**config.mk**
```make
export PLATFORM = sky130hd
export DESIGN_NAME = if_id_fetch_reg_flat
export DESIGN_NICKNAME = d
export VERILOG_FILES = /design/src/rtl/if_id_fetch_reg_pkg.sv /design/src/rtl/if_id_fetch_reg_if.sv /design/src/rtl/if_id_fetch_reg_instr_mem.sv /design/src/rtl/if_id_fetch_reg.sv /design/src/flat_wrapper.sv
export SDC_FILE = /design/constraint.sdc
export NUM_CORES = 1
export LEC_CHECK = 0
export BUFFER_PORTS_ARGS = -buffer_cell sky130_fd_sc_hd__clkbuf_2
export CAP_MARGIN = 20
export CORE_MARGIN = 5
export CORE_UTILIZATION = 30
export CTS_BUF_LIST = sky130_fd_sc_hd__clkbuf_8
export DETAILED_ROUTE_END_ITERATION = 6
export SLEW_MARGIN = 20
export SYNTH_ARGS = -nofsm -noshare
export SYNTH_HDL_FRONTEND = slang
export SYNTH_HIERARCHICAL = 1
export SYNTH_SLANG_ARGS = --single-unit
```
**constraint.sdc**
```tcl
create_clock -name clk -period 4.8 [get_ports clk]
set_input_delay 0.48 -clock clk [delete_from_list [all_inputs] [get_ports clk]]
set_output_delay 0.48 -clock clk [all_outputs]
set_load 0.01 [all_outputs]
```
**src/rtl/if_id_fetch_reg_pkg.sv**
```systemverilog
// rtl/if_id_fetch_reg_pkg.sv - shared widths, NOP encoding and fetch FSM states
package if_id_fetch_reg_pkg;

    localparam int PC_W    = 6;
    localparam int INSTR_W = 32;
    localparam int AW      = PC_W - 2;
    localparam int DEPTH   = 2 ** AW;

    localparam logic [INSTR_W-1:0] NOP = '0;

    typedef enum logic {
        ST_LOAD = 1'b0,
        ST_RUN  = 1'b1
    } state_e;

    // Word index of a byte-addressed PC.
    function automatic logic [AW-1:0] word_idx(input logic [PC_W-1:0] pc);
        return pc[PC_W-1:2];
    endfunction

endpackage

```
**src/rtl/if_id_fetch_reg_if.sv**
```systemverilog
// rtl/if_id_fetch_reg_if.sv - PC/loader side to IF/ID register bundle
interface if_id_fetch_reg_if;
    import if_id_fetch_reg_pkg::*;

    logic [PC_W-1:0]    pc_curr;
    logic               stall;
    logic               jump_cs;
    logic               load_en;
    logic [AW-1:0]      load_addr;
    logic [INSTR_W-1:0] load_data;
    logic               load_done;
    logic [INSTR_W-1:0] instr_out;
    logic [PC_W-1:0]    pc_out;
    logic               valid_out;
    logic               state_run;
    logic               misalign_err;
    logic               load_err;

    // Program counter / loader side.
    modport master (
        output pc_curr, stall, jump_cs, load_en, load_addr, load_data, load_done,
        input  instr_out, pc_out, valid_out, state_run, misalign_err, load_err
    );

    // Fetch register side.
    modport slave (
        input  pc_curr, stall, jump_cs, load_en, load_addr, load_data, load_done,
        output instr_out, pc_out, valid_out, state_run, misalign_err, load_err
    );

endinterface

```
**src/rtl/if_id_fetch_reg_instr_mem.sv**
```systemverilog
// rtl/if_id_fetch_reg_instr_mem.sv - instruction array, synchronous write, asynchronous read
module if_id_fetch_reg_instr_mem
    import if_id_fetch_reg_pkg::*;
(
    input  logic               clk,
    input  logic               we_i,
    input  logic [AW-1:0]      waddr_i,
    input  logic [INSTR_W-1:0] wdata_i,
    input  logic [AW-1:0]      raddr_i,
    output logic [INSTR_W-1:0] rdata_o
);

    // Contents survive reset so an image can be reused after a restart.
    logic [INSTR_W-1:0] mem_q [DEPTH];

    // Loader write at the clock edge.
    always_ff @(posedge clk) begin
        if (we_i) begin
            mem_q[waddr_i] <= wdata_i;
        end
    end

    assign rdata_o = mem_q[raddr_i];

endmodule

```
**src/rtl/if_id_fetch_reg.sv**
```systemverilog
// rtl/if_id_fetch_reg.sv - instruction fetch into the IF/ID pipeline register
module if_id_fetch_reg
    import if_id_fetch_reg_pkg::*;
(
    input  logic             clk,
    input  logic             rst,
    if_id_fetch_reg_if.slave bus
);

    state_e             state_q, state_d;
    logic [INSTR_W-1:0] instr_q, instr_d;
    logic [PC_W-1:0]    pc_q, pc_d;
    logic               valid_q, valid_d;
    logic               misalign_q, misalign_d;
    logic               load_err_q, load_err_d;

    logic               mem_we;
    logic [INSTR_W-1:0] mem_rdata;

    // Writes are only honoured while the image is being loaded.
    assign mem_we = (state_q == ST_LOAD) && bus.load_en;

    if_id_fetch_reg_instr_mem u_mem (
        .clk     (clk),
        .we_i    (mem_we),
        .waddr_i (bus.load_addr),
        .wdata_i (bus.load_data),
        .raddr_i (word_idx(bus.pc_curr)),
        .rdata_o (mem_rdata)
    );

    // Next state: flush beats stall, stall beats misalign check, else fetch.
    always_comb begin
        state_d    = state_q;
        instr_d    = instr_q;
        pc_d       = pc_q;
        valid_d    = valid_q;
        misalign_d = misalign_q;
        load_err_d = load_err_q;
        case (state_q)
            ST_LOAD: begin
                if (bus.load_done) begin
                    state_d = ST_RUN;
                end
            end
            ST_RUN: begin
                if (bus.load_en) begin
                    load_err_d = 1'b1;
                end
                if (bus.jump_cs) begin
                    instr_d = NOP;
                    valid_d = 1'b0;
                    pc_d    = bus.pc_curr;
                end else if (!bus.stall) begin
                    pc_d = bus.pc_curr;
                    if (bus.pc_curr[1:0] != 2'b00) begin
                        instr_d    = NOP;
                        valid_d    = 1'b0;
                        misalign_d = 1'b1;
                    end else begin
                        instr_d = mem_rdata;
                        valid_d = 1'b1;
                    end
                end
            end
            default: state_d = ST_LOAD;
        endcase
    end

    // FSM and IF/ID register; reset returns to LOAD with a bubble in IF/ID.
    always_ff @(posedge clk or posedge rst) begin
        if (rst) begin
            state_q    <= ST_LOAD;
            instr_q    <= NOP;
            pc_q       <= '0;
            valid_q    <= 1'b0;
            misalign_q <= 1'b0;
            load_err_q <= 1'b0;
        end else begin
            state_q    <= state_d;
            instr_q    <= instr_d;
            pc_q       <= pc_d;
            valid_q    <= valid_d;
            misalign_q <= misalign_d;
            load_err_q <= load_err_d;
        end
    end

    assign bus.instr_out    = instr_q;
    assign bus.pc_out       = pc_q;
    assign bus.valid_out    = valid_q;
    assign bus.state_run    = (state_q == ST_RUN);
    assign bus.misalign_err = misalign_q;
    assign bus.load_err     = load_err_q;

endmodule
```
**src/flat_wrapper.sv**
```systemverilog
// flat-port wrapper written by rule: the top's interface ports become plain ports
module if_id_fetch_reg_flat import if_id_fetch_reg_pkg::*;
  (clk, rst, bus_pc_curr, bus_stall, bus_jump_cs, bus_load_en, bus_load_addr, bus_load_data, bus_load_done, bus_instr_out, bus_pc_out, bus_valid_out, bus_state_run, bus_misalign_err, bus_load_err);
  if_id_fetch_reg_if bus_i ();
  input  logic clk;
  input  logic rst;
  input wire logic [$bits(bus_i.pc_curr)-1:0] bus_pc_curr;
  input wire logic [$bits(bus_i.stall)-1:0] bus_stall;
  input wire logic [$bits(bus_i.jump_cs)-1:0] bus_jump_cs;
  input wire logic [$bits(bus_i.load_en)-1:0] bus_load_en;
  input wire logic [$bits(bus_i.load_addr)-1:0] bus_load_addr;
  input wire logic [$bits(bus_i.load_data)-1:0] bus_load_data;
  input wire logic [$bits(bus_i.load_done)-1:0] bus_load_done;
  output wire logic [$bits(bus_i.instr_out)-1:0] bus_instr_out;
  output wire logic [$bits(bus_i.pc_out)-1:0] bus_pc_out;
  output wire logic [$bits(bus_i.valid_out)-1:0] bus_valid_out;
  output wire logic [$bits(bus_i.state_run)-1:0] bus_state_run;
  output wire logic [$bits(bus_i.misalign_err)-1:0] bus_misalign_err;
  output wire logic [$bits(bus_i.load_err)-1:0] bus_load_err;
  assign bus_i.pc_curr = bus_pc_curr;
  assign bus_i.stall = bus_stall;
  assign bus_i.jump_cs = bus_jump_cs;
  assign bus_i.load_en = bus_load_en;
  assign bus_i.load_addr = bus_load_addr;
  assign bus_i.load_data = bus_load_data;
  assign bus_i.load_done = bus_load_done;
  assign bus_instr_out = bus_i.instr_out;
  assign bus_pc_out = bus_i.pc_out;
  assign bus_valid_out = bus_i.valid_out;
  assign bus_state_run = bus_i.state_run;
  assign bus_misalign_err = bus_i.misalign_err;
  assign bus_load_err = bus_i.load_err;
  if_id_fetch_reg u_core (.clk(clk), .rst(rst), .bus(bus_i));
endmodule
```
# ---- Yosys cells after proc, flatten, opt, wreduce, memory -nomap -nowiden
# Memories as Yosys holds them, arrays and structs flattened.
# Index checks and enable logic that the tools add are counted.
dict set report totals {
  regBits 42
  out_inout_bits 42
  rom_bits 0
  elab_cells 28
  mem_bits_rw 512
  latch_bits 0
  memories 1
}
dict set report classes {
  shifts 0
  n_reduce_logical 5
  eq_ne 1
  n_addsub 0
  n_mux 12
  n_bitwise 3
  n_div 0
  order_cmp 0
  n_mul 0
}
# memory depth word_bits read_ports rd_ports_with_merged_regs wr line
set mem_list {}
lappend mem_list {u_core.u_mem.mem_q 16 32 1 0 1 if_id_fetch_reg_instr_mem.sv:14} ;# logic [INSTR_W-1:0] mem_q [DEPTH];
# cell n
set op_table {}
lappend op_table {{32-bit 2-to-1 mux} 3}
lappend op_table {{6-bit 2-to-1 mux} 2}
lappend op_table {{1-bit 2-to-1 mux} 7}
lappend op_table {{2-bit AND reduction} 2}
lappend op_table {{4-bit AND reduction} 1}
lappend op_table {{1-bit inverter} 3}
lappend op_table {{2-bit by 1-bit != test with 1-bit output (second input constant)} 1}
lappend op_table {{2-bit nonzero test} 1}
lappend op_table {{1-bit logical AND} 1}

# ---- Longest topological paths before layout
# Gate-level depths: netlist of the first run.
dict set report depth {
  ltp_word 4
  mapped_depth 6
}

# ---- By module
# The synthesis of the first run kept the hierarchy.
# module area_each_um2 n_inst cells_per_inst
set modules_own_cells {}
lappend modules_own_cells {if_id_fetch_reg_instr_mem 19213.4 1 806}
lappend modules_own_cells {if_id_fetch_reg 1562.7 1 98}

# ---- Least setup slack after synthesis of the first run
# No wires, ideal clock.
dict set report synth_path {
  kind {register -> register}
  from {register u_core.state_q (netlist: u_core/bus.state_run)}
  to {memory u_core.u_mem.mem_q[0][0] (enable)}
  arrival_time_ns 3.372
  required_ns 4.339
  synth_period_minus_slack_ns 3.833
  path_stages_with_launch 4
  slack_ns 0.967
  n_path_buf 0
  path_cell_list {dfrtp_1 > and2b_2 > or3b_2 > nor3_1}
}
dict set report synth_between {
  elab_chain_len 4
}
# element line
set synth_lines {}
lappend synth_lines {{start: declaration} if_id_fetch_reg.sv:10} ;# state_e state_q, state_d;
lappend synth_lines {{start signal: assignment} if_id_fetch_reg.sv:80} ;# state_q <= state_d;
lappend synth_lines {{1-bit inverter} n/a}
lappend synth_lines {{1-bit logical AND} if_id_fetch_reg.sv:21} ;# assign mem_we = (state_q == ST_LOAD) && bus.load_en;
lappend synth_lines {{named net u_core.mem_we} if_id_fetch_reg.sv:17} ;# logic mem_we;
lappend synth_lines {{1-bit 2-to-1 mux} if_id_fetch_reg_instr_mem.sv:18} ;# if (we_i) begin
lappend synth_lines {{1-bit 2-to-1 mux (implied by the code)} if_id_fetch_reg_instr_mem.sv:19} ;# mem_q[waddr_i] <= wdata_i;
lappend synth_lines {{end: declaration} if_id_fetch_reg_instr_mem.sv:14}
# The timed path passes the listed nets, and every way through them passes these cells.

# ---- Final worst setup path of the first run
dict set report layout_path {
  from {register u_core.state_q (netlist: u_core/bus.state_run)}
  to {memory u_core.u_mem.mem_q[10][0] (enable)}
}
# The elaborated chain is that of the path after synthesis.

==> impl_metrics.toml, run 1 <==
[run_status]
run_status = "complete, no violations"

[global_routing]
number_of_antenna_violations_at_the_first_check_in_global_routing = 2
grt_pass1_wl_mm = 75.2
via_count_of_the_first_global_routing_pass = 10500
grt_util_all_layers = 0.138
grt_start_max_net_pins = 62
grt_remaining_overflow = 0

[detailed_routing]
route.vias.total = 10300
drc_errors = 0
avgViaCountPerCell = 4.97
drtIter0Drc = 993
totalWireLength_mm = 51.6
post_drt_wl_per_cell_um = 25.0
postRouteAntennaNets = 0
drt-pass1-iter-count = 5

[floorplanning]
core.rowCount = 96
core-area_um2 = 68600
fp.dieW_um = 273
initial_utilization = 0.303
total_die_area_um2 = 74600
dieHeight_um = 273
top_level_ports = 90

[pwr]
power_density_nw_per_um2 = 396
clockPowerShare = 0.407
power.combinational.fraction = 0.042
netSwitchingFraction = 0.212
power.static_leakage_nw = 7.98
netSwitchingPower_mw = 2.04
power.internal_mw = 7.56
total_power_mw = 9.59
power.ir.vdd_worst_mv = 0.225
p_seq_frac = 0.551

[yosys]
syn-mean-instance-area_um2 = 23.0
synth-seq-cells = 554
synth-compound-area-share = 0.0396
synth.top_cell.area_share = 0.740
synthCells = 904
yosys-mux-area-fraction = 0.142
part_of_the_yosys_area_used_for_sequential_elements = 0.791
top_reg_cell_synth = "edfxtp_1"
post_synth_most_frequent_cells = "edfxtp_1 (512), mux4_2 (128), a22oi_1 (64), dfrtp_1 (42), nand2_1 (33)"
mappedNetlistArea_um2 = 20800
synth_enable_flop_cells = 512
dominant_combinational_cell_family_by_area_after_synthesis = "multiplexers"
post_synth_num_cell_types = 30
postSynthNetCount = 952
synthMostInstantiatedCell = "edfxtp_1"
synth-simple-area-share = 0.0143
ys_warn_count = 6
synth_area_leader_cell = "edfxtp_1"
netlist_top_cells_area = "edfxtp_1 (74%), mux4_2 (14%), dfrtp_1 (5.1%)"
post_synth_xor_area_fraction = 0
async_reset_ff_frac = 0.0758
synthAdderAreaFrac = 0

[timing]
finalCritPeriodShare = 0.589
rsz_0062_raised_after_global_routing = "no"
slew-limit-headroom = 0.228
drv_slew = 0
setup_violations = 0
timing.clock.skew_ns = 0.0183
achievable-frequency_ghz = 0.354
timing.setup.tns_ns = 0
min_period_ns = 2.83
worst_slew_pin_slew_ns = 1.15
hold_violations = 0

[layout]
area.sequential_um2 = 16400
area_delta_synth_final_pct = 16.6
drive_above_1_share = 0.373
multi_input_area_um2 = 4220
fin_area_um2 = 24200
final.fill_count = 6364
finish.utilization = 0.353
final_net_count = 1111
number_of_standard_cells_in_the_final_layout_excluding_fillers = 2063

[clock_tree]
root_buffer = "clkbuf_8"
clock_path_buffers = 3
tritoncts_num_sinks = 554
tritoncts = "done"
clock_network_latency_to_the_later_pin_of_the_worst_skew_pair_ns = 0.63
numCtsBuffers = 84
post_cts.resized_instances = 0
clk_pin_slew_worst_paths_ns = 0.06
ctsHtreeMaxLevel = 3

[place]
gp_congestion = 0.712
post-place-cells = 1907
detailedPlacementHpwl_mm = 28.1
dpl-instance-area_um2 = 22500
numPortBuffers = 89

[setup_path]
data_arrival_at_the_endpoint_of_the_critical_path_ns = 3.12
critical_path_class = "reg2reg"
critPathLaunchType = "flop"
crit_path_max_fanout = 22
worst_setup_path_end_kind = "flop"
critical_path_rt_ns = 5.09

[flow_run]
drv_cap = 0

[worst_hold_path]
min-delay-path-class = "in2async"
-- worst paths after layout --
kind	depth (start not counted)	end	slack (ns)	startpoint
hold / removal	3	u_core/bus.instr_out[15]	0.009	rst
hold reg to reg	1	u_core/bus.load_err	0.47	u_core/bus.load_err
min in group clk	2	u_core/bus.load_err	0.10	bus_load_en
max in group asynchronous	3	u_core/bus.instr_out[14]	4.17	rst
setup reg to reg	4	u_core/u_mem/mem_q[10][0]	1.97	u_core/bus.state_run
setup / recovery	4	u_core/u_mem/mem_q[10][0]	1.97	u_core/bus.state_run
-- state kept, by name, summed over array words and instances, names as in the netlist --
| register | flops |
|---|---|
| u_core/bus.state_run | 1 |
| u_core/bus.valid_out | 1 |
| u_core/bus.pc_out | 6 |
| u_core/bus.load_err | 1 |
| u_core/bus.instr_out | 32 |
| u_core/bus.misalign_err | 1 |
| u_core/u_mem/mem_q | 512 |
-- cell families after synthesis --
group | count (synthesis)
compound gates | 100
flops | 554
simple gates | 64
mux | 134
buf+inv | 52
-- power by group through the flow --
stage                     combinational [mW]  clock [mW]  sequential, mW
after floorplan                        0.228           0            5.40
after global placement                 0.399           0            5.39
after detailed placement               0.408           0            5.39
after CTS                              0.409        4.00            5.29
after global routing                   0.437        4.24            5.29
final                                  0.402        3.90            5.29
-- per-layer routing --
layer	vias to the layer above	global-route usage	share of wire	wire (um)
met4	0	0.0299	0.013	647
met3	51	0.0381	0.093	4800
met1	5594	0.201	0.43	22200
met2	427	0.210	0.46	23900
met5	-	0	0	0
li1	4183	-	-	-
-- metrics by stage --
stage | hold slack (ns) | worst slack [ns]
5_1_grt | 0.0226 | 1.92
3_3_place_gp | 0.443 | 1.87
3_5_place_dp | 0.454 | 1.86
6_report | 0.00888 | 1.97
2_1_floorplan | 0.501 | 0.967
4_1_cts | 0.0243 | 2.00
-- cell type report --
type                    instances  share of cell area
diodes                          2            0.000207
clock buffers                  94              0.0534
clock inverters                59              0.0167
inverters                       2            0.000310
multi-input cells             298               0.174
flip-flops and latches        554               0.678
well taps                     931              0.0481
repair buffers                123              0.0295
-- critical path, stage by stage (launching register included) --
cell      delay (ns)
dfrtp_1         0.45
and2b_2         0.28
nand3b_1        0.32
nor2_4          0.99
buf_4           0.44
-- cells in the final DEF (no fill, tap or decap), types with 13 or more instances in the layout --
master and count:
dfrtp_1 42, clkbuf_2 87, edfxtp_1 512, inv_1 27, clkinv_1 16, nor2_4 13, clkbuf_8 95, nand2_1 33
mux4_2 128, a22o_2 27, a22oi_1 64, buf_4 34
-- what timing repair did --
| action | 4_1_cts | 5_1_grt |
|---|---|---|
| buffers inserted | 0 | 0 |
| hold buffers | 1 | 0 |
| hold endpoints to repair | 1 | 0 |
Power figures use the tool's default switching activity.
==> inputs of run 2 (changes only) <==
==> constraint.sdc (replaced) <==
create_clock -name clk -period 2.7 [get_ports clk]
set_input_delay 0.27 -clock clk [delete_from_list [all_inputs] [get_ports clk]]
set_output_delay 0.27 -clock clk [all_outputs]
set_load 0.01 [all_outputs]
==> run 2 against run 1 <==
Combinational power is 86% higher. Core utilization grew 0.48 points. Via count shrank 2.4%. Wire length shrank 5.2%. Cell area rose by 1.3%. Sequential share of layout area shrank 0.90 points. Critical path depth unchanged. Flip-flop and latch count stayed put. Critical endpoint is now u_core/u_mem/mem_q[0][29]. Largest cell class unchanged. Largest power group unchanged.
==> impl_metrics.toml, run 2 (synthesized netlist as in run 1, its figures left out) <==
[timing]
hold_violations = 0
setup_ws_ns = 0.575
achievable-frequency_ghz = 0.471
drv_slew = 0
worst_slew_pin_slew_ns = 0.700
min_period_ns = 2.12
slew-limit-headroom = 0.534
timing.clock.skew_ns = 0.0223
setup_violations = 0
rsz_0062_raised_after_global_routing = "no"
finalCritPeriodShare = 0.787

[setup_path]
critical_path_class = "reg2reg"
timing.critical_path.slowest_stage_cell = "or3b_2"
worst_r2r_startpoint = "u_core/bus.state_run"
worst_setup_path_end_kind = "flop"
path_buf_inv = 1
crit_path_max_fanout = 32
critical_path_s_top_delay_family = "simple AND/OR/NAND/NOR gates"
timing.reg2reg.worst_path_depth = 4
critical_path_rt_ns = 3.00
r2r_end = "u_core/u_mem/mem_q[0][29]"
critPathLaunchType = "flop"
worst-r2r-setup-slack_ns = 0.58
data_arrival_at_the_endpoint_of_the_critical_path_ns = 2.42
crit_path_max_incr_delay_ns = 0.58
cp_cell_sequence = "and2b_2, or3b_2, nor3_4, buf_12"

[floorplanning]
initial_utilization = 0.303
core.rowCount = 96
fp.dieW_um = 273
dieHeight_um = 273
core-area_um2 = 68600
top_level_ports = 90
total_die_area_um2 = 74600

[worst_hold_path]
hold_path_end = "u_core/u_mem/mem_q[12][19]"
min-delay-path-class = "in2reg"
holdCritStartpoint = "bus_load_data[19]"
timing.hold.worst_path_depth = 1

[clock_tree]
post_cts.resized_instances = 0
clk_pin_slew_worst_paths_ns = 0.07
root_buffer = "clkbuf_8"
clock_network_latency_to_the_later_pin_of_the_worst_skew_pair_ns = 0.64
ctsHtreeMaxLevel = 3
clock_path_buffers = 3
tritoncts = "done"
numCtsBuffers = 82
tritoncts_num_sinks = 554

[pwr]
power.ir.vdd_worst_mv = 0.284
power_density_nw_per_um2 = 671
power.static_leakage_nw = 8.11

[layout]
layout_common_cells = "edfxtp_1 (512), mux4_2 (128), clkbuf_8 (89)"
largest_register = "u_core/u_mem/mem_q"
mostFrequentLayoutCell = "edfxtp_1"
largest_register_ffs = 512
area.sequential_um2 = 16400
number_of_standard_cells_in_the_final_layout_excluding_fillers = 2076
drive_above_1_share = 0.359
final.fill_count = 6288
multi_input_area_um2 = 4240
final_net_count = 1123
area_delta_synth_final_pct = 18.2

[global_routing]
via_count_of_the_first_global_routing_pass = 10600
number_of_antenna_violations_at_the_first_check_in_global_routing = 5
grt_util_all_layers = 0.130
grt_start_max_net_pins = 49
grt_remaining_overflow = 0
grt_pass1_wl_mm = 71.7

[detailed_routing]
totalWireLength_mm = 48.9
avgViaCountPerCell = 4.82
drc_errors = 0
drtIter0Drc = 847
post_drt_wl_per_cell_um = 23.5
drt-pass1-iter-count = 4
postRouteAntennaNets = 0
route.vias.total = 10000

[place]
numPortBuffers = 89
detailedPlacementHpwl_mm = 25.6
post-place-cells = 1909
gp_congestion = 0.712
dpl_worst_slack_ns = 0.532

[run_status]
run_status = "complete, no violations"

[flow_run]
drv_cap = 0
## run 2: cell count changes in the layout (fill, tap and decap cells not counted), moves of 2 or more
cell           delta
buf_12           +25
buf_4            -24
bufinv_16         -4
clkbuf_8          -6
clkinv_1          -4
clkinv_2          -5
dlygate4sd3_1    +12
inv_1            +16
inv_6             +2
nor3_2            -4
nor3_4            +4
## run 2: how the worst max path moves through the flow
stage                         start                   endpoint  slack (ns)  depth (start not counted)
2_1_floorplan  u_core/bus.state_run   u_core/u_mem/mem_q[1][0]       -0.28                          3
3_3_place_gp         bus_pc_curr[2]   u_core/bus.instr_out[30]        0.52                          6
3_5_place_dp         bus_pc_curr[2]   u_core/bus.instr_out[23]        0.53                          6
4_1_cts        u_core/bus.state_run  u_core/u_mem/mem_q[0][29]        0.58                          4
5_1_grt        u_core/bus.state_run  u_core/u_mem/mem_q[0][30]        0.51                          4
6_report       u_core/bus.state_run  u_core/u_mem/mem_q[0][29]        0.58                          4
## run 2: cell type report
| type | count | area share |
|---|---|---|
| diodes | 2 | 0.000204 |
| clock buffers | 88 | 0.0493 |
| clock inverters | 64 | 0.0130 |
| inverters | 2 | 0.000306 |
| multi-input cells | 298 | 0.173 |
| flip-flops and latches | 554 | 0.669 |
| well taps | 931 | 0.0474 |
| repair buffers | 137 | 0.0481 |
## run 2: worst reg2reg max path, stage by stage (launching register included)
cell	delay, ns
dfrtp_1	0.45
and2b_2	0.27
or3b_2	0.58
nor3_4	0.20
buf_12	0.28
## run 2: through the flow
step / util / power, mW / area, um^2 / hold slack (ns) / setup TNS (ns)
final: 0.358 / 16.5 / 24600 / 0.0490 / 0
after global routing: 0.358 / 17.1 / 24600 / 0.0335 / 0
after CTS: 0.358 / 16.7 / 24600 / 0.000823 / 0
after detailed placement: 0.334 / 10.3 / 22900 / 0.410 / 0
after global placement: 0.333 / 10.3 / 22900 / 0.396 / 0
after floorplan: - / 10.0 / 20800 / 0.369 / -27.00
## run 2: what timing repair did
| action | CTS | global route |
|---|---|---|
| hold buffers | 13 | 0 |
| buffers inserted | 0 | 0 |
| endpoints found under the hold margin | 114 | 0 |
## run 2: where the power goes
group / internal, mW / total (mW) / switching [mW]
Clock: 3.21 / 6.32 / 3.12
Combinational: 0.311 / 0.746 / 0.435
Sequential: 9.39 / 9.40 / 0.0144
## run 2: metal layers
layer / routed length, um / GRT usage
met5: 7 / 0
met4: 840 / 0.0305
met3: 4040 / 0.0385
met2: 23000 / 0.202
met1: 21000 / 0.183
